### src/rtl/bsg_upstream_pkg.sv
// Shared types and default geometry for the upstream IO transmitter.
// BEATS is the number of IO beats needed to carry one core word.
package bsg_upstream_pkg;

    typedef enum logic {
        ST_IDLE = 1'b0,
        ST_SEND = 1'b1
    } tx_state_e;

    localparam int DEFAULT_CORE_WIDTH = 32;
    localparam int DEFAULT_IO_WIDTH   = 8;
    localparam int DEFAULT_CREDITS    = 16;

    function automatic int beats_of(input int core_width, input int io_width);
        return core_width / io_width;
    endfunction

endpackage

### src/rtl/bsg_credit_counter.sv
// Tracks receiver buffer credits: decrements on word accept, increments on returned token.
// A token that would push the count above CREDITS is discarded and flags a sticky overflow.
module bsg_credit_counter #(
    parameter int CREDITS = 16,
    localparam int CNT_W  = $clog2(CREDITS + 1)
) (
    input  logic             clk,
    input  logic             rst,
    input  logic             dec,
    input  logic             inc,
    output logic [CNT_W-1:0] count,
    output logic             nonzero,
    output logic             overflow
);

    localparam logic [CNT_W-1:0] FULL = CNT_W'(CREDITS);

    always_ff @(posedge clk) begin
        if (rst) begin
            count    <= FULL;
            overflow <= 1'b0;
        end else begin
            case ({dec, inc})
                2'b10: begin
                    if (count != '0) count <= count - 1'b1;
                end
                2'b01: begin
                    if (count == FULL) overflow <= 1'b1;
                    else               count    <= count + 1'b1;
                end
                default: ;
            endcase
        end
    end

    assign nonzero = (count != '0);

endmodule

### src/rtl/bsg_upstream_io_tx.sv
// Credit-gated serializer: one CORE_WIDTH word becomes BEATS IO beats, LSB beat first.
// A new word may be taken in IDLE or on the final beat of the current word, so streams have no bubbles.
module bsg_upstream_io_tx
    import bsg_upstream_pkg::*;
#(
    parameter int CORE_WIDTH = DEFAULT_CORE_WIDTH,
    parameter int IO_WIDTH   = DEFAULT_IO_WIDTH,
    parameter int CREDITS    = DEFAULT_CREDITS,
    localparam int CNT_W     = $clog2(CREDITS + 1)
) (
    input  logic                  clk,
    input  logic                  rst,
    input  logic                  core_valid_i,
    input  logic [CORE_WIDTH-1:0] core_data_i,
    output logic                  core_ready_o,
    output logic                  io_valid_o,
    output logic [IO_WIDTH-1:0]   io_data_o,
    input  logic                  io_token_i,
    output logic [CNT_W-1:0]      credit_cnt_o,
    output logic                  busy_o,
    output logic                  err_o
);

    localparam int BEATS  = beats_of(CORE_WIDTH, IO_WIDTH);
    localparam int BEAT_W = (BEATS > 1) ? $clog2(BEATS) : 1;
    localparam logic [BEAT_W-1:0] LAST_BEAT = BEAT_W'(BEATS - 1);

    tx_state_e             state_r;
    logic [BEAT_W-1:0]     beat_r;
    logic [CORE_WIDTH-1:0] shift_r;
    logic                  credit_avail;
    logic                  accept;

    // Readiness depends only on registered state so the core never sees a valid->ready loop.
    assign core_ready_o = credit_avail &&
                          (state_r == ST_IDLE || (state_r == ST_SEND && beat_r == LAST_BEAT));
    assign accept       = core_valid_i && core_ready_o;

    always_ff @(posedge clk) begin
        if (rst) begin
            state_r <= ST_IDLE;
            beat_r  <= '0;
            shift_r <= '0;
        end else if (accept) begin
            state_r <= ST_SEND;
            beat_r  <= '0;
            shift_r <= core_data_i;
        end else if (state_r == ST_SEND) begin
            if (beat_r == LAST_BEAT) begin
                state_r <= ST_IDLE;
                beat_r  <= '0;
                shift_r <= '0;
            end else begin
                beat_r  <= beat_r + 1'b1;
                shift_r <= shift_r >> IO_WIDTH;
            end
        end
    end

    assign io_valid_o = (state_r == ST_SEND);
    assign io_data_o  = io_valid_o ? shift_r[IO_WIDTH-1:0] : '0;
    assign busy_o     = io_valid_o;

    bsg_credit_counter #(
        .CREDITS (CREDITS)
    ) u_credit (
        .clk      (clk),
        .rst      (rst),
        .dec      (accept),
        .inc      (io_token_i),
        .count    (credit_cnt_o),
        .nonzero  (credit_avail),
        .overflow (err_o)
    );

endmodule

### config.mk
export PLATFORM = sky130hd
export DESIGN_NAME = bsg_upstream_io_tx
export DESIGN_NICKNAME = d
export VERILOG_FILES = /design/src/rtl/bsg_upstream_pkg.sv /design/src/rtl/bsg_credit_counter.sv /design/src/rtl/bsg_upstream_io_tx.sv
export SDC_FILE = /design/constraint.sdc
export NUM_CORES = 1
export LEC_CHECK = 0
export CAP_MARGIN = 20
export CORE_UTILIZATION = 46
export CTS_CLUSTER_DIAMETER = 40
export CTS_CLUSTER_SIZE = 25
export DETAILED_ROUTE_END_ITERATION = 10
export GPL_TIMING_DRIVEN = 0
export PLACE_DENSITY = 0.76
export SLEW_MARGIN = 20
export SYNTH_ARGS = -nofsm -noshare
export SYNTH_HDL_FRONTEND = slang
export SYNTH_SLANG_ARGS = --single-unit
### constraint.sdc
create_clock -name clk -period 4.6 [get_ports clk]
set_input_delay 0.92 -clock clk [delete_from_list [all_inputs] [get_ports clk]]
set_output_delay 0.92 -clock clk [all_outputs]
set_load 0.05 [all_outputs]
### Word-level counts from Yosys, hierarchy flattened

Index checks and enable logic that the tools add are counted.

* bitwise logic cells: 1
* multiplexer cells: 11
* reductions and logical operators: 10
* $add $sub $neg: 3
* eq/ne operators: 6

Operators with widths (count)
* 2-to-1 mux 32 bit: 2
* 2-to-1 mux 24 bit: 1
* 2-to-1 mux 5 bit: 2
* case mux 5 bit (2 select lines): 1
* 2-to-1 mux 8 bit: 1
* adder 5 x 1 -> 5 bit (second input constant): 1
* equality test 5 bit (second input constant): 1
* nonzero test 5 bit: 1
* subtractor 5 x 1 -> 5 bit (second input constant): 1
* equality test 2 bit (second input constant): 2
* inequality test 2 bit (second input constant): 2
* nonzero test 2 bit: 2
* logical AND 1 bit: 3
* 2-to-1 mux 1 bit: 3
* AND reduction 3 bit: 1
* adder 2 x 1 -> 2 bit (second input constant): 1
* equality test 2 x 1 -> 1 bit (second input constant): 1
* 2-to-1 mux 2 bit: 1
* AND reduction 2 bit: 1
* OR reduction 2 bit: 1
* logical OR 1 bit: 1
* inverter 1 bit: 1

* output and inout port bits: 17
* register bits: 41
* input bits: 36

### Logic depth before layout (Yosys ltp)

Gate-level depths: netlist of the first run.

* depth after elaboration: 8
* depth in mapped cells: 12
* mapped depth without buffers: 9

### Cells and area by module

A second synthesis of the first run with hierarchy kept.

* cells, all modules: 222
* area, all modules: 1959.4 um^2

By module, submodules not included
* bsg_upstream_io_tx: area an instance 1529.0 um^2, cells each 172, times used 1, seq. area each 700.7 um^2
* bsg_credit_counter: area an instance 430.4 um^2, cells each 50, times used 1, seq. area each 120.1 um^2

### Least setup slack after synthesis of the first run

No wires, ideal clock.

* kind: register -> register
* from: register u_credit.count[0]
* to: register u_credit.count[4]
* setup slack: 1.610 ns
* stages on the path, launching flop included: 11
* clock period less this slack: 2.990 ns
* data required time: 4.521 ns
* setup time: 0.079 ns
* path buffers: 2
* arrival time: 2.910 ns
* cells stage by stage: dfxtp_1 -> or4_1 -> buf_2 -> o211ai_4 -> buf_4 -> nand2_1 -> ha_1 -> a21oi_1 -> and2_1 -> mux2_2 -> o211ai_1

* longest elaborated chain between the ends: 6
* elaborated cells on any way between the ends: 15
* classes of those cells: add/sub (2); eq/ne (5); mux (3); reduce/logical (5)

Ends and longest elaborated chain
* start, declared: RTL line bsg_credit_counter.sv:11 `output logic [CNT_W-1:0] count,`
* start signal, assigned: RTL line bsg_credit_counter.sv:25 `if (count != '0) count <= count - 1'b1;`
* start signal, assigned: RTL line bsg_credit_counter.sv:29 `else count <= count + 1'b1;`
* parallel branches: the longest is 6 deep, another holds adder 5 x 1 -> 5 bit

Several ways; the timed one is not identified. The select of a mux whose other input is x is not followed.
A chain may end at the register's enable or synchronous reset.

### Final worst setup path of the first run

* from: register state_r, in the netlist busy_o
* to: output port io_data_o[4]

* longest elaborated chain between the ends: 1

Ends and longest elaborated chain
* start, declared: RTL line bsg_upstream_io_tx.sv:28 `tx_state_e state_r;`
* start signal, assigned: RTL line bsg_upstream_io_tx.sv:41 `state_r <= ST_IDLE;`
* start signal, assigned: RTL line bsg_upstream_io_tx.sv:45 `state_r <= ST_SEND;`
* start signal, assigned: RTL line bsg_upstream_io_tx.sv:50 `state_r <= ST_IDLE;`
* 2-to-1 mux 8 bit: RTL line bsg_upstream_io_tx.sv:61 `assign io_data_o = io_valid_o ? shift_r[IO_WIDTH-1:0] : '0;`
* end, declared: RTL line bsg_upstream_io_tx.sv:17 `output logic [IO_WIDTH-1:0] io_data_o,`

No other way between the ends.

==> metrics.json, run 1 <==
{
  "status": "completed",
  "largest_family_of_logic_cells_by_synthesized_area": "simple AND/OR/NAND/NOR gates",
  "dr_total_vias": 2154,
  "synth-xor-area-share_pct": 0.367,
  "worstMarginPinSlew_ns": 0.745,
  "via_count_of_the_first_global_routing_pass": 2104,
  "seqCellArea_um2": 821,
  "layout.nets": 402,
  "synth_warn": 0,
  "post_route_cells_drive_above_1_share_pct": 18.6,
  "r2r_end": "u_credit.count[4]",
  "clock-sinks": 41,
  "antenna_found_initial": 0,
  "synth.largest_area_cell": "sky130_fd_sc_hd__dfxtp_1",
  "setup.worst_path.start_class": "register",
  "postCtsResizedCells": 0,
  "port_buffers": 51,
  "clock-skew-final_ns": 0.00481,
  "num_antenna_cells": 0,
  "static_leakage_nw": 1.15,
  "postCtsSetupBuffers": 0,
  "syn_nets": 344,
  "min-delay-start": "shift_r[26]",
  "cts-root-buf": "sky130_fd_sc_hd__clkbuf_8",
  "final_area_um2": 3050,
  "design.portCount": 53,
  "worst_vdd_ir_uv": 331,
  "required_ns": 3.68,
  "setup.reg_to_reg.worst_slack_ns": 1.43,
  "finalWirelength_um": 5530,
  "max_cap_viol_count": 0,
  "drv_slew": 0,
  "floorplan.initialDensity_pct": 49.2,
  "drt_pass1_iterations": 4,
  "worst_setup_path_end_kind": "output pin",
  "aggregate_global_route_resource_usage_pct": 22.7,
  "dieArea_um2": 5480,
  "worst_skew_pair.late_latency_ns": 0.29,
  "syn-mean-instance-area_um2": 7.87,
  "htree_levels": 2,
  "wire_per_inst_um": 13.0,
  "rsz0062_at_grt": "no",
  "post_synth_instance_area_um2": 2380,
  "filler_cell_count": 454,
  "path_clk_slew_ns": 0.07,
  "final_common_cell": "sky130_fd_sc_hd__clkdlybuf4s50_1",
  "die_h_um": 74,
  "setup.worst_path.class": "register to output pin",
  "muxShareOfSynthArea_pct": 2.73,
  "synth-async-reset-ratio_pct": 0,
  "finalHoldWorstSlack_ns": 0.489,
  "cts_max_path_buffers": 2,
  "final_hold_viol_count": 0,
  "row_count": 25,
  "numPlacedInstances": 421,
  "timing.final.setup_violations": 0,
  "synth-seq-cells": 41,
  "initialDrtViolationCount": 108,
  "synth.top_cells.by_area": "sky130_fd_sc_hd__dfxtp_1, sky130_fd_sc_hd__nor3_2, sky130_fd_sc_hd__o22ai_1",
  "post-place-ws_ns": 1.11,
  "finalCritPeriodShare_pct": 73.9,
  "crit_start": "busy_o",
  "drc": 0,
  "post_cts_hold_buffer_count": 0,
  "regToRegStartpoint": "u_credit.count[0]",
  "cts_tree": "done",
  "synth.top_cell.area_share_pct": 34.4,
  "post_dp_cell_area_um2": 2980,
  "relSlewSlack_pct": 50.3,
  "grt_pass1_wl_um": 9540,
  "instances_no_fill": 427,
  "netlist-cell-type-count": 41,
  "power-per-cell-area_nw_per_um2": 467,
  "seq_area_frac_synth_pct": 34.4,
  "critPathCapture": "io_data_o[4]",
  "worst_hold_path_type": "register to register",
  "grt.overflow.total": 0,
  "most-common-layout-cells": "sky130_fd_sc_hd__clkdlybuf4s50_1, sky130_fd_sc_hd__dfxtp_1, sky130_fd_sc_hd__nand2_1",
  "syn-instance-count": 303,
  "half_perimeter_wire_length_of_the_detailed_placement_result_um": 4020,
  "post_synth_and_or_nand_nor_area_fraction_pct": 36.5,
  "achievable-frequency_ghz": 0.294,
  "area.growth.synth_to_final_pct": 28.0,
  "fin_ws_ns": 1.20,
  "multiInputGateArea_um2": 1320,
  "avgViaCountPerCell": 5.04,
  "post-route-min-period_ns": 3.40,
  "worstPathArrival_ns": 2.48,
  "core_area_um2": 4850,
  "r2r.worst_path.cells": 10,
  "cts-buffers-inserted": 5,
  "synth_enable_flop_cells": 0,
  "dieWidth_um": 74,
  "critical_path.max_fanout": 10,
  "synthFlopType": "sky130_fd_sc_hd__dfxtp_1",
  "pin_count_of_the_biggest_net_entering_global_routing": 12,
  "synth-adder-area-share_pct": 2.94,
  "gp_routability_congestion": 0.863,
  "compound_cell_area_share_of_the_yosys_netlist_pct": 12.6,
  "number_of_routed_nets_with_antenna_violations": 0,
  "setup_tns_ns": 0
}
synth_stat cells (3+ instances only):
master                     count
sky130_fd_sc_hd__nor2_1       34
sky130_fd_sc_hd__dfxtp_1      41
sky130_fd_sc_hd__nor2_2       19
sky130_fd_sc_hd__and2_1        9
sky130_fd_sc_hd__o22ai_1      24
sky130_fd_sc_hd__a21oi_1      10
sky130_fd_sc_hd__clkbuf_1     16
sky130_fd_sc_hd__nand2b_1      3
sky130_fd_sc_hd__buf_6         3
sky130_fd_sc_hd__nor2b_1       3
sky130_fd_sc_hd__nand2_1      37
sky130_fd_sc_hd__nand3b_1      8
sky130_fd_sc_hd__inv_1        26
sky130_fd_sc_hd__nor3_2       24
sky130_fd_sc_hd__ha_1          4
sky130_fd_sc_hd__nor3_1        5
sky130_fd_sc_hd__buf_2         3
sky130_fd_sc_hd__buf_4         5
cell type report:
class	count	share of cell area, %
clock buffers	5	2.25
well taps	67	2.75
repair buffers	51	16.7
plain buffers	28	4.96
inverters	26	3.20
multi-input cells	208	43.1
flip-flops and latches	41	26.9
clock inverters	1	0.164
per-stage QoR:
step | power, W | utilization [%]
2_1_floorplan | 0.00102 | -
3_5_place_dp | 0.00121 | 61.4
5_1_grt | 0.00153 | 63.0
4_1_cts | 0.00143 | 63.0
6_report | 0.00143 | 63.0
3_3_place_gp | 0.00120 | 61.4
cell families after synthesis:
family / count (synthesis)
AOI/OAI and AO/OA: 45
xor gates and xnor gates: 1
adders and majority gates: 5
buffers and inverters: 54
DFF: 41
muxes: 6
and+or+nand+nor: 151
critical path, cell delays in order (launching register included):
cell and delay [ns]:
sky130_fd_sc_hd__dfxtp_1 0.44, sky130_fd_sc_hd__clkbuf_1 0.39, sky130_fd_sc_hd__clkbuf_1 0.38, sky130_fd_sc_hd__and2_1 0.19
sky130_fd_sc_hd__clkdlybuf4s50_1 0.80
per-layer routing:
| metal | up-vias | wire [µm] | GRT usage (%) |
|---|---|---|---|
| li1 | 1118 | - | - |
| met1 | 976 | 2570 | 29.3 |
| met2 | 58 | 2660 | 38.8 |
| met3 | 2 | 283 | 4.88 |
| met4 | 0 | 18 | 5.34 |
| met5 | - | 0 | 0 |
power breakdown:
group          total [W]  switching, W  internal [W]  leakage, nW
sequential      0.000483     0.0000565      0.000427        0.339
clock           0.000216      0.000116     0.0000999       0.0399
combinational   0.000726      0.000428      0.000298        0.768
sequential cells by signal (all words and copies together) (netlist names):
| register | cells |
|---|---|
| busy_o | 1 |
| u_credit.overflow | 1 |
| beat_r | 2 |
| shift_r | 32 |
| u_credit.count | 5 |
worst min-delay path by stage:
| stage | to | slack [ns] | cells after the start |
|---|---|---|---|
| 6_report | shift_r[26] | 0.49 | 2 |
| 3_5_place_dp | shift_r[27] | 0.48 | 2 |
| 5_1_grt | shift_r[31] | 0.52 | 2 |
| 2_1_floorplan | shift_r[31] | 0.46 | 2 |
| 3_3_place_gp | shift_r[31] | 0.47 | 2 |
| 4_1_cts | shift_r[27] | 0.49 | 2 |
Note: power is estimated with default switching activity, not from simulation.
==> run 2, diff against run 1 <==
Clock period 4.6 ns to 3.35 ns, I/O delays scaled along.
==> metrics.json, run 2 (synthesis results as in run 1) <==
{
  "cts_tree": "done",
  "number_of_routed_nets_with_antenna_violations": {"value": 0, "change": "unchanged"},
  "wire_per_inst": {"value": 13.0, "unit": "µm", "change": "unchanged"},
  "setup.worst_path.start_class": "register",
  "avgViaCountPerCell": {"value": 5.05, "change": "+0.19%"},
  "pin_count_of_the_biggest_net_entering_global_routing": {"value": 12, "change": "unchanged"},
  "gp_routability_congestion": {"value": 0.863, "change": "unchanged"},
  "relSlewSlack": {"value": 50.5, "unit": "%", "change": "+0.18 points"},
  "design.portCount": {"value": 53, "change": "unchanged"},
  "area.growth.synth_to_final_pct": 28.2,
  "die_h": {"value": 74, "unit": "µm", "change": "unchanged"},
  "clock-sinks": {"value": 41, "change": "unchanged"},
  "grt_pass1_wl": {"value": 9540, "unit": "µm", "change": "unchanged"},
  "post_cts_hold_buffer_count": {"value": 0, "change": "unchanged"},
  "core_area": {"value": 4850, "unit": "µm²", "change": "unchanged"},
  "drc": {"value": 0, "change": "unchanged"},
  "worstPathArrival": {"value": 2.49, "unit": "ns", "change": "about the same"},
  "max_flop_register": "shift_r",
  "worst_setup_path_end_kind": "output pin",
  "worst_hold_path_type": "register to register",
  "clock-skew-final": {"value": 0.00527, "unit": "ns", "change": "+0.000463 ns"},
  "setup.reg_to_reg.worst_slack": {"value": 0.23, "unit": "ns", "change": "-1.20 ns"},
  "port_buffers": {"value": 51, "change": "unchanged"},
  "cts-root-buf": "sky130_fd_sc_hd__clkbuf_8",
  "dieArea": {"value": 5480, "unit": "µm²", "change": "unchanged"},
  "drv_slew": {"value": 0, "change": "unchanged"},
  "cts-buffers-inserted": {"value": 5, "change": "unchanged"},
  "cts_max_path_buffers": {"value": 2, "change": "unchanged"},
  "grt.overflow.total": {"value": 0, "change": "unchanged"},
  "largestRegisters": "shift_r x32, u_credit.count x5, beat_r x2",
  "dr_total_vias": {"value": 2158, "change": "+0.19%"},
  "row_count": {"value": 25, "change": "unchanged"},
  "timing.final.setup_violations": {"value": 0, "change": "unchanged"},
  "worstMarginPinSlew": {"value": 0.742, "unit": "ns", "change": "-0.00265 ns"},
  "aggregate_global_route_resource_usage": {"value": 22.7, "unit": "%", "change": "unchanged"},
  "worst_skew_pair.late_latency": {"value": 0.29, "unit": "ns", "change": "about the same"},
  "setup_tns": {"value": 0, "unit": "ns", "change": "unchanged"},
  "setup.worst_path.class": "register to output pin",
  "post_route_cells_drive_above_1_share": {"value": 18.9, "unit": "%", "change": "+0.28 points"},
  "half_perimeter_wire_length_of_the_detailed_placement_result": {"value": 4020, "unit": "µm", "change": "unchanged"},
  "finish.utilization": {"value": 63.0, "unit": "%", "change": "+0.077 points"},
  "power-per-cell-area": {"value": 642, "unit": "nW/µm²", "change": "+38%"},
  "path_clk_slew": {"value": 0.07, "unit": "ns", "change": "about the same"},
  "drt_pass1_iterations": {"value": 4, "change": "unchanged"},
  "floorplan.initialDensity": {"value": 49.2, "unit": "%", "change": "unchanged"},
  "htree_levels": {"value": 2, "change": "unchanged"},
  "via_count_of_the_first_global_routing_pass": {"value": 2104, "change": "unchanged"},
  "static_leakage": {"value": 1.15, "unit": "nW", "change": "about the same"},
  "initialDrtViolationCount": {"value": 105, "change": "-2.8%"},
  "status": "completed",
  "num_antenna_cells": {"value": 0, "change": "unchanged"},
  "final_hold_viol_count": {"value": 0, "change": "unchanged"},
  "required": {"value": 2.68, "unit": "ns", "change": "-1.00 ns"},
  "finalCritPeriodShare_pct": 94.2,
  "antenna_found_initial": {"value": 0, "change": "unchanged"},
  "finalWirelength": {"value": 5530, "unit": "µm", "change": "unchanged"},
  "finalPower": {"value": 0.00196, "unit": "W", "change": "+38%"},
  "worst_vdd_ir": {"value": 449, "unit": "µV", "change": "+36%"},
  "rsz0062_at_grt": "no",
  "max_ffs_per_register": {"value": 32, "change": "unchanged"},
  "critical_path.max_fanout": {"value": 10, "change": "unchanged"},
  "max_cap_viol_count": {"value": 0, "change": "unchanged"},
  "layout.nets": {"value": 402, "change": "unchanged"},
  "most-common-layout-cells": "sky130_fd_sc_hd__clkdlybuf4s50_1, sky130_fd_sc_hd__dfxtp_1, sky130_fd_sc_hd__nand2_1",
  "final_common_cell": "sky130_fd_sc_hd__clkdlybuf4s50_1",
  "dieWidth": {"value": 74, "unit": "µm", "change": "unchanged"},
  "post-route-min-period_ns": 3.16,
  "achievable-frequency_ghz": 0.317
}
==> run 2: changes by cell type in the layout (fill, tap and decap cells not counted) <==
| cell | change |
|---|---|
| sky130_fd_sc_hd__a21oi_1 | -1 |
| sky130_fd_sc_hd__a21oi_2 | +1 |
==> run 2: final cells by class <==
type                       count  area [µm²]
inverter                      26        97.6
fill                         452        1790
tap                           67        83.8
buffer                        28         151
multi-input combinational    208        1320
timing repair buffer          51         510
sequential                    41         821
clock buffer                   5        68.8
clock inverter                 1        5.00
==> run 2: where the power goes <==
part	internal (W)	leakage, nW	switching (W)
registers	0.000586	0.339	0.0000778
logic	0.000411	0.769	0.000589
clock network	0.000137	0.0399	0.000161
==> run 2: per-layer routing <==
layer  global-route usage [%]  share of wire, %  up-vias  routed length (µm)
met5                        0                 0        -                   0
met3                     4.88               4.4        2                 245
li1                         -                 -     1116                   -
met2                     38.8                49       51                2700
met1                     29.3                46      989                2570
met4                     5.34              0.33        0                  18
==> run 2: critical path, stage by stage, from the launching register on <==
cell	delay, ns
sky130_fd_sc_hd__dfxtp_1	0.44
sky130_fd_sc_hd__clkbuf_1	0.40
sky130_fd_sc_hd__clkbuf_1	0.37
sky130_fd_sc_hd__and2_1	0.19
sky130_fd_sc_hd__clkdlybuf4s50_1	0.80
==> run 2: worst paths after layout <==
check,from,cells after the start,end
setup / recovery,busy_o,4,io_data_o[4]
hold / removal,shift_r[26],2,shift_r[26]
setup reg to reg,u_credit.count[0],10,u_credit.count[4]
hold reg to reg,shift_r[26],2,shift_r[26]
==> run 2: metrics by stage <==
stage / setup slack (ns) / cells / hold slack (ns) / instance area (µm²)
final: 0.194 / 427 / 0.489 / 3060
after global routing: 0.0361 / 427 / 0.519 / 3060
after CTS: 0.158 / 427 / 0.490 / 3050
after detailed placement: 0.105 / 421 / 0.477 / 2980
after global placement: 0.161 / 421 / 0.472 / 2980
after floorplan: 0.360 / 303 / 0.461 / 2380
==> run 2: what timing repair did <==
item                                    CTS  global route
setup buffers                             0             0
resized for setup                         0             1
endpoints found under the setup margin    0             1
==> RTL edit 1, RTL diff (config.mk and constraints of run 1) <==
Register the output `credit_cnt_o`, without a reset; this adds one clock of latency there. The other outputs are not delayed to match.
--- a/src/rtl/bsg_upstream_io_tx.sv
+++ b/src/rtl/bsg_upstream_io_tx.sv
@@ -24,6 +24,8 @@
     localparam int BEATS  = beats_of(CORE_WIDTH, IO_WIDTH);
     localparam int BEAT_W = (BEATS > 1) ? $clog2(BEATS) : 1;
     localparam logic [BEAT_W-1:0] LAST_BEAT = BEAT_W'(BEATS - 1);
+
+    logic [CNT_W-1:0] credit_cnt_d;
 
     tx_state_e             state_r;
     logic [BEAT_W-1:0]     beat_r;
@@ -68,10 +70,14 @@
         .rst      (rst),
         .dec      (accept),
         .inc      (io_token_i),
-        .count    (credit_cnt_o),
+        .count    (credit_cnt_d),
         .nonzero  (credit_avail),
         .overflow (err_o)
     );
 
+    always_ff @(posedge clk) begin
+        credit_cnt_o <= credit_cnt_d;
+    end
+
 endmodule
 
Check against the original RTL: not equivalent (a bounded check fails within 4 cycles, from zero or initial values and one cycle with rst high).
==> RTL edit 1 against run 1 <==
Design area shrank 0.16%. Routed wire length is 0.63% lower. Clock skew up 0.0040 ns. Worst setup slack improved by 0.033 ns. Count of clock-buffer cells in the layout did not move. Sequential cell count up 5. Critical path depth did not move. Power increased by 4.2%. Cell count grew 1.6%. Global-route usage fell by 0.87 points. Synthesized area decreased by 0.89%. Largest power group unchanged. Highest routed layer unchanged.
==> RTL edit 1: results (changes against run 1) <==
Place
  • RePlAce Congestion: 0.835 (was 0.863)
  • DP Area: 2960 µm² (was 2980 µm²)
  • IO buf count: 51 (unchanged)
  • Dpl hpwl: 3910 µm (was 4020 µm)

Yosys
  • Synth area leaders: dfxtp_1 (39%), nor2_1 (8.6%), o22ai_1 (6.4%) (was dfxtp_1 (34%), nor3_2 (10%), o22ai_1 (6.3%))
  • Synth warnings: 0 (unchanged)
  • Syn_nets: 349 (was 344)
  • Synth Area in Compound Gates: 12.8% (was 12.6%)
  • Fraction of the mapped netlist area in adder cells: 2.96% (was 2.94%)
  • Xor/xnor cell area share of the yosys netlist: 0.371% (was 0.367%)
  • Post-synthesis mux area share: 2.70% (was 2.73%)
  • Synth top cells by count: nor2_1 (54), dfxtp_1 (46), nand2_1 (37) (was dfxtp_1 (41), nand2_1 (37), nor2_1 (34))
  • Distinct cell type count after synthesis: 40 (was 41)
  • Seq/Total Area, Yosys: 39.0% (was 34.4%)
  • FFs w/ async S/R, synth: 0% (unchanged)

Final layout
  • Final-stage net count: 407 (was 402)
  • Ant. Diodes: 0 (unchanged)
  • Largest registers: shift_r x32, credit_cnt_o x5, u_credit.count x5 (was shift_r x32, u_credit.count x5, beat_r x2)
  • Fill count: 451 (was 454)
  • Layout cells sized above 1: 9.26% (was 18.6%)

Global routing
  • First-pass GRT wire length: 9030 µm (was 9540 µm)
  • Antenna violations before repair: 0 (unchanged)
  • M3 GR Usage: 4.25% (was 4.88%)
  • M2 GR Usage: 33.8% (was 38.8%)
  • Met1 Use GR: 29.3% (about the same)
  • Gr usage total: 21.8% (was 22.7%)
  • Largest net degree at the start of global routing: 16 (was 12)
  • Vias in the first global route: 1,998 (was 2,104)

Critical path
  • Crit-path max FO: 10 (unchanged)
  • Worst path max stage delay: 0.80 ns (about the same)
  • Crit path max-delay cell type: clkdlybuf4s50_1 (unchanged)
  • R2R depth: 10 (unchanged)
  • Crit path DAT: 2.45 ns (was 2.48 ns)
  • Delay-heaviest family, CP: buffers and inverters (unchanged)

Worst hold path
  • Hold-critical path depth: 0 (was 2)
  • Worst min path class: flip-flop to flip-flop (unchanged)

Clock tree
  • Clock Tree Buf Depth: 2 (unchanged)
  • CTS resizes: 0 (unchanged)
  • CTS Root Cell: clkbuf_8 (unchanged)
  • Postcts setup bufs: 0 (unchanged)
  • CTS Buf Count: 5 (unchanged)
  • Clk slew on worst S/H paths: 0.09 ns (was 0.07 ns)
  • CTS Hold Bufs: 0 (unchanged)
  • Max H-tree Level: 2 (unchanged)

STA
  • Slew margin rel.: 54.5% (was 50.3%)
  • Clk_skew: 0.00880 ns (was 0.00481 ns)
  • Slew Viols, Final: 0 (unchanged)

Power and ir drop
  • Max rail drop VDD: 276 µV (was 331 µV)
  • LEAKAGE: 0.00117 µW (was 0.00115 µW)

Drt
  • Drt pass-1 iters: 4 (unchanged)
  • Drt initial violations: 85 (was 108)
  • Drt total wl: 5500 µm (was 5530 µm)
  • Vias per inst: 5.06 (was 5.04)

Outcome
  • Status: finished, final reports clean (unchanged)
-- RTL edit 1: changes by cell type after synthesis, moves of 2 or more --
cell,before,now
buf_2,3,5
buf_4,5,2
dfxtp_1,41,46
nor2_1,34,54
nor2_2,19,0
nor3_1,5,19
nor3_2,24,10
-- RTL edit 1: worst register-to-register path, cell delays in order, from the launching register on --
cell and delay (ns):
dfxtp_1 0.39, or4_1 0.53, buf_2 0.17, o211ai_4 0.30
buf_4 0.25, nand2_1 0.15, ha_1 0.38, a21oi_1 0.26
and2_1 0.20, mux2_2 0.34, o211ai_1 0.14
-- RTL edit 1: layout make-up --
| type | count | area share [%] |
|---|---|---|
| multi-input cells | 209 | 39.4 |
| flip-flops and latches | 46 | 30.2 |
| repair buffers | 51 | 16.7 |
| plain buffers | 27 | 4.76 |
| inverters | 26 | 3.20 |
| well taps | 67 | 2.75 |
| clock buffers | 5 | 2.26 |
| clock inverters | 3 | 0.698 |
-- RTL edit 1: per-stage QoR --
step                      worst slack, ns  hold slack (ns)  instances  util, %
after floorplan                      1.81            0.329        308        -
after global placement               1.18            0.334        426     61.0
after detailed placement             1.14            0.335        426     61.0
after CTS                            1.20            0.353        434     62.9
after global routing                 1.07            0.364        434     62.9
final                                1.23            0.353        434     62.9
-- RTL edit 1: kinds of logic (layout without fill, tap and decap cells) --
kind of cell | after synthesis | count (layout)
simple gates | 152 | 152
buf+inv | 53 | 112
flops | 46 | 46
compound gates | 45 | 45
mux | 6 | 6
fa+ha+maj | 5 | 5
xor+xnor | 1 | 1
-- RTL edit 1: layer usage --
layer	share of wire, %	wire, µm	vias up
li1	-	-	1139
met5	0	0	-
met1	48	2610	986
met3	4.7	261	11
met4	2.2	119	0
met2	46	2500	58
-- RTL edit 1: final timing paths --
kind	start	end	slack, ns
worst max-delay path	busy_o$_SDFF_PP0_	io_data_o[0]	1.23
worst min-delay path	u_credit.count[4]$_SDFFE_PP1P_	credit_cnt_o[4]$_DFF_P_	0.35
worst max register to register	u_credit.count[0]$_SDFFE_PP0P_	u_credit.count[4]$_SDFFE_PP1P_	1.44
worst min register to register	u_credit.count[4]$_SDFFE_PP1P_	credit_cnt_o[4]$_DFF_P_	0.35
-- RTL edit 1: power breakdown --
group	leakage, µW	internal (µW)	switching (µW)	total (µW)
Clock	0.0000441	107	145	252
Sequential	0.000380	489	62.7	552
Combinational	0.000743	282	399	681
Total	0.00117	878	607	1480
==> RTL edit 2, RTL diff (config.mk and constraints of run 1) <==
Made on the original files. Change the package constant `DEFAULT_IO_WIDTH` from 8 to 4.
--- a/src/rtl/bsg_upstream_pkg.sv
+++ b/src/rtl/bsg_upstream_pkg.sv
@@ -8,7 +8,7 @@
     } tx_state_e;
 
     localparam int DEFAULT_CORE_WIDTH = 32;
-    localparam int DEFAULT_IO_WIDTH   = 8;
+    localparam int DEFAULT_IO_WIDTH   = 4;
     localparam int DEFAULT_CREDITS    = 16;
 
     function automatic int beats_of(input int core_width, input int io_width);
Ports: changed (resized io_data_o); port bits go from 53 to 49. No check against the original RTL was run, so the function may have changed too.
==> RTL edit 2 against run 1 <==
Routed wire length grew 19%. Sequential share of layout area grew 0.24 points. Critical path type unchanged. Power grew 9.0%. First-iteration DRC count grew 74%. Sequential cell count grew 1. Maximum frequency grew 0.88%. Design area grew 1.5%. Worst setup slack gained 0.030 ns. Critical endpoint is now core_ready_o. Largest cell class unchanged. Synthesized area grew 1.9%.
==> RTL edit 2: results (changes against run 1) <==
Drt
  • Max layer used: met4 (unchanged)
  • Drt initial violations: 188 (was 108)
  • Via count: 2,460 (was 2,154)
  • WL/cell: 14.6 µm (was 13.0 µm)
  • Met2 WL: 3030 µm (was 2660 µm)
  • M1 wire length: 3110 µm (was 2570 µm)
  • Met3 WL post-DR: 302 µm (was 283 µm)

Worst hold path
  • Worst min path class: flip-flop to flip-flop (unchanged)
  • HP Start: beat_r[1]$_SDFFE_PP0P_ (was shift_r[26]$_SDFFE_PP0P_)
  • WHS Endpoint: beat_r[1]$_SDFFE_PP0P_ (was shift_r[26]$_SDFFE_PP0P_)

Place
  • Dpl hpwl: 4820 µm (was 4020 µm)
  • RePlAce Congestion: 0.831 (was 0.863)
  • IO buf count: 47 (was 51)

Outcome
  • Status: finished, final reports clean (unchanged)

Final layout
  • Final-stage net count: 420 (was 402)
  • Largest registers: shift_r x32, u_credit.count x5, beat_r x3 (was shift_r x32, u_credit.count x5, beat_r x2)
  • Layout cells sized above 1: 6.60% (was 18.6%)
  • Fill count: 483 (was 454)

Global routing
  • Largest net degree at the start of global routing: 14 (was 12)
  • Gr usage total: 25.5% (was 22.7%)
  • Met1 Use GR: 35.0% (was 29.3%)
  • Vias in the first global route: 2,236 (was 2,104)
  • First-pass GRT wire length: 10,600 µm (was 9540 µm)
  • M2 GR Usage: 39.3% (was 38.8%)
  • M3 GR Usage: 4.82% (was 4.88%)

Critical path
  • Critical path origin: beat_r[0]$_SDFFE_PP0P_ (was busy_o$_SDFF_PP0_)
  • Critical Path Sink: core_ready_o (was io_data_o[4])
  • Worst R2R End: u_credit.count[4]$_SDFFE_PP1P_ (unchanged)
  • Worst path max stage delay: 0.73 ns (was 0.80 ns)
  • Crit path DAT: 2.45 ns (was 2.48 ns)
  • Reg2Reg Setup Slack: 1.81 ns (was 1.43 ns)
  • R2R depth: 9 (was 10)

Yosys
  • Synth Flop Type: dfxtp_1 (unchanged)
  • Most frequent cell after synthesis: nor2_1 (was dfxtp_1)
  • Distinct cell type count after synthesis: 37 (was 41)
  • Syn_nets: 366 (was 344)
  • Seq/Total Area, Yosys: 34.6% (was 34.4%)
  • Synth area leaders: dfxtp_1 (35%), nor2_1 (12%), a221oi_1 (8.6%) (was dfxtp_1 (34%), nor3_2 (10%), o22ai_1 (6.3%))
  • Synth top cells by count: nor2_1 (80), dfxtp_1 (42), nand2_1 (35) (was dfxtp_1 (41), nand2_1 (37), nor2_1 (34))

Clock tree
  • CTS Root Cell: clkbuf_8 (unchanged)
  • Clk_lat worst skew: 0.31 ns (was 0.29 ns)

STA
  • Worst slew pin tran: 0.540 ns (was 0.745 ns)
  • Clk_skew: 0.0103 ns (was 0.00481 ns)

Power and ir drop
  • LEAKAGE: 0.00123 µW (was 0.00115 µW)
  • Max rail drop VDD: 200 µV (was 331 µV)
## RTL edit 2: cell types whose count changed after synthesis, moves of 19 or more
cell      delta
nor2_1      +46
nor3_2      -24
nor2_2      -19
o21a_1      +26
o22ai_1     -23
a221oi_1    +24
## RTL edit 2: per-stage QoR
stage	cell area, µm²	hold WS [ns]	setup WS (ns)	std cells	total power, µW
floorplan	2430	0.465	1.85	324	1050
global placement	2990	0.462	1.46	441	1240
detailed placement	2990	0.485	1.39	441	1260
CTS	3100	0.498	1.21	449	1550
global route	3100	0.534	1.05	449	1650
finish	3100	0.503	1.23	449	1550
## RTL edit 2: power by group
group          total, µW  internal, µW  switching [µW]
registers            510           441            69.0
logic                744           303             440
clock network        300           162             138
## RTL edit 2: kinds of logic after synthesis
group,after synthesis,synth area share (%)
AOI/OAI and AO/OA,97,29.5
xor gates and xnor gates,2,0.721
adders and majority gates,6,3.40
buffers and inverters,35,6.90
DFF,42,34.6
muxes,1,0.412
and+or+nand+nor,141,24.4
## RTL edit 2: cell type report
| cell class | count | area, µm² | area share (%) |
|---|---|---|---|
| Multi-Input combinational cell | 247 | 1420 | 45.9 |
| Inverter | 9 | 33.8 | 1.09 |
| Sequential cell | 42 | 841 | 27.1 |
| Clock inverter | 2 | 37.5 | 1.21 |
| Timing Repair Buffer | 47 | 470 | 15.2 |
| Clock buffer | 6 | 72.6 | 2.34 |
| Tap cell | 70 | 87.6 | 2.83 |
| Buffer | 26 | 134 | 4.32 |
## RTL edit 2: worst register-to-register path: cells and delay by family, from the launching register on
family                     cells  cell delay (ns)
AOI/OAI and AO/OA              4             0.88
DFF                            1             0.38
and+or+nand+nor                3             0.91
adders and majority gates      1             0.35
muxes                          1             0.21
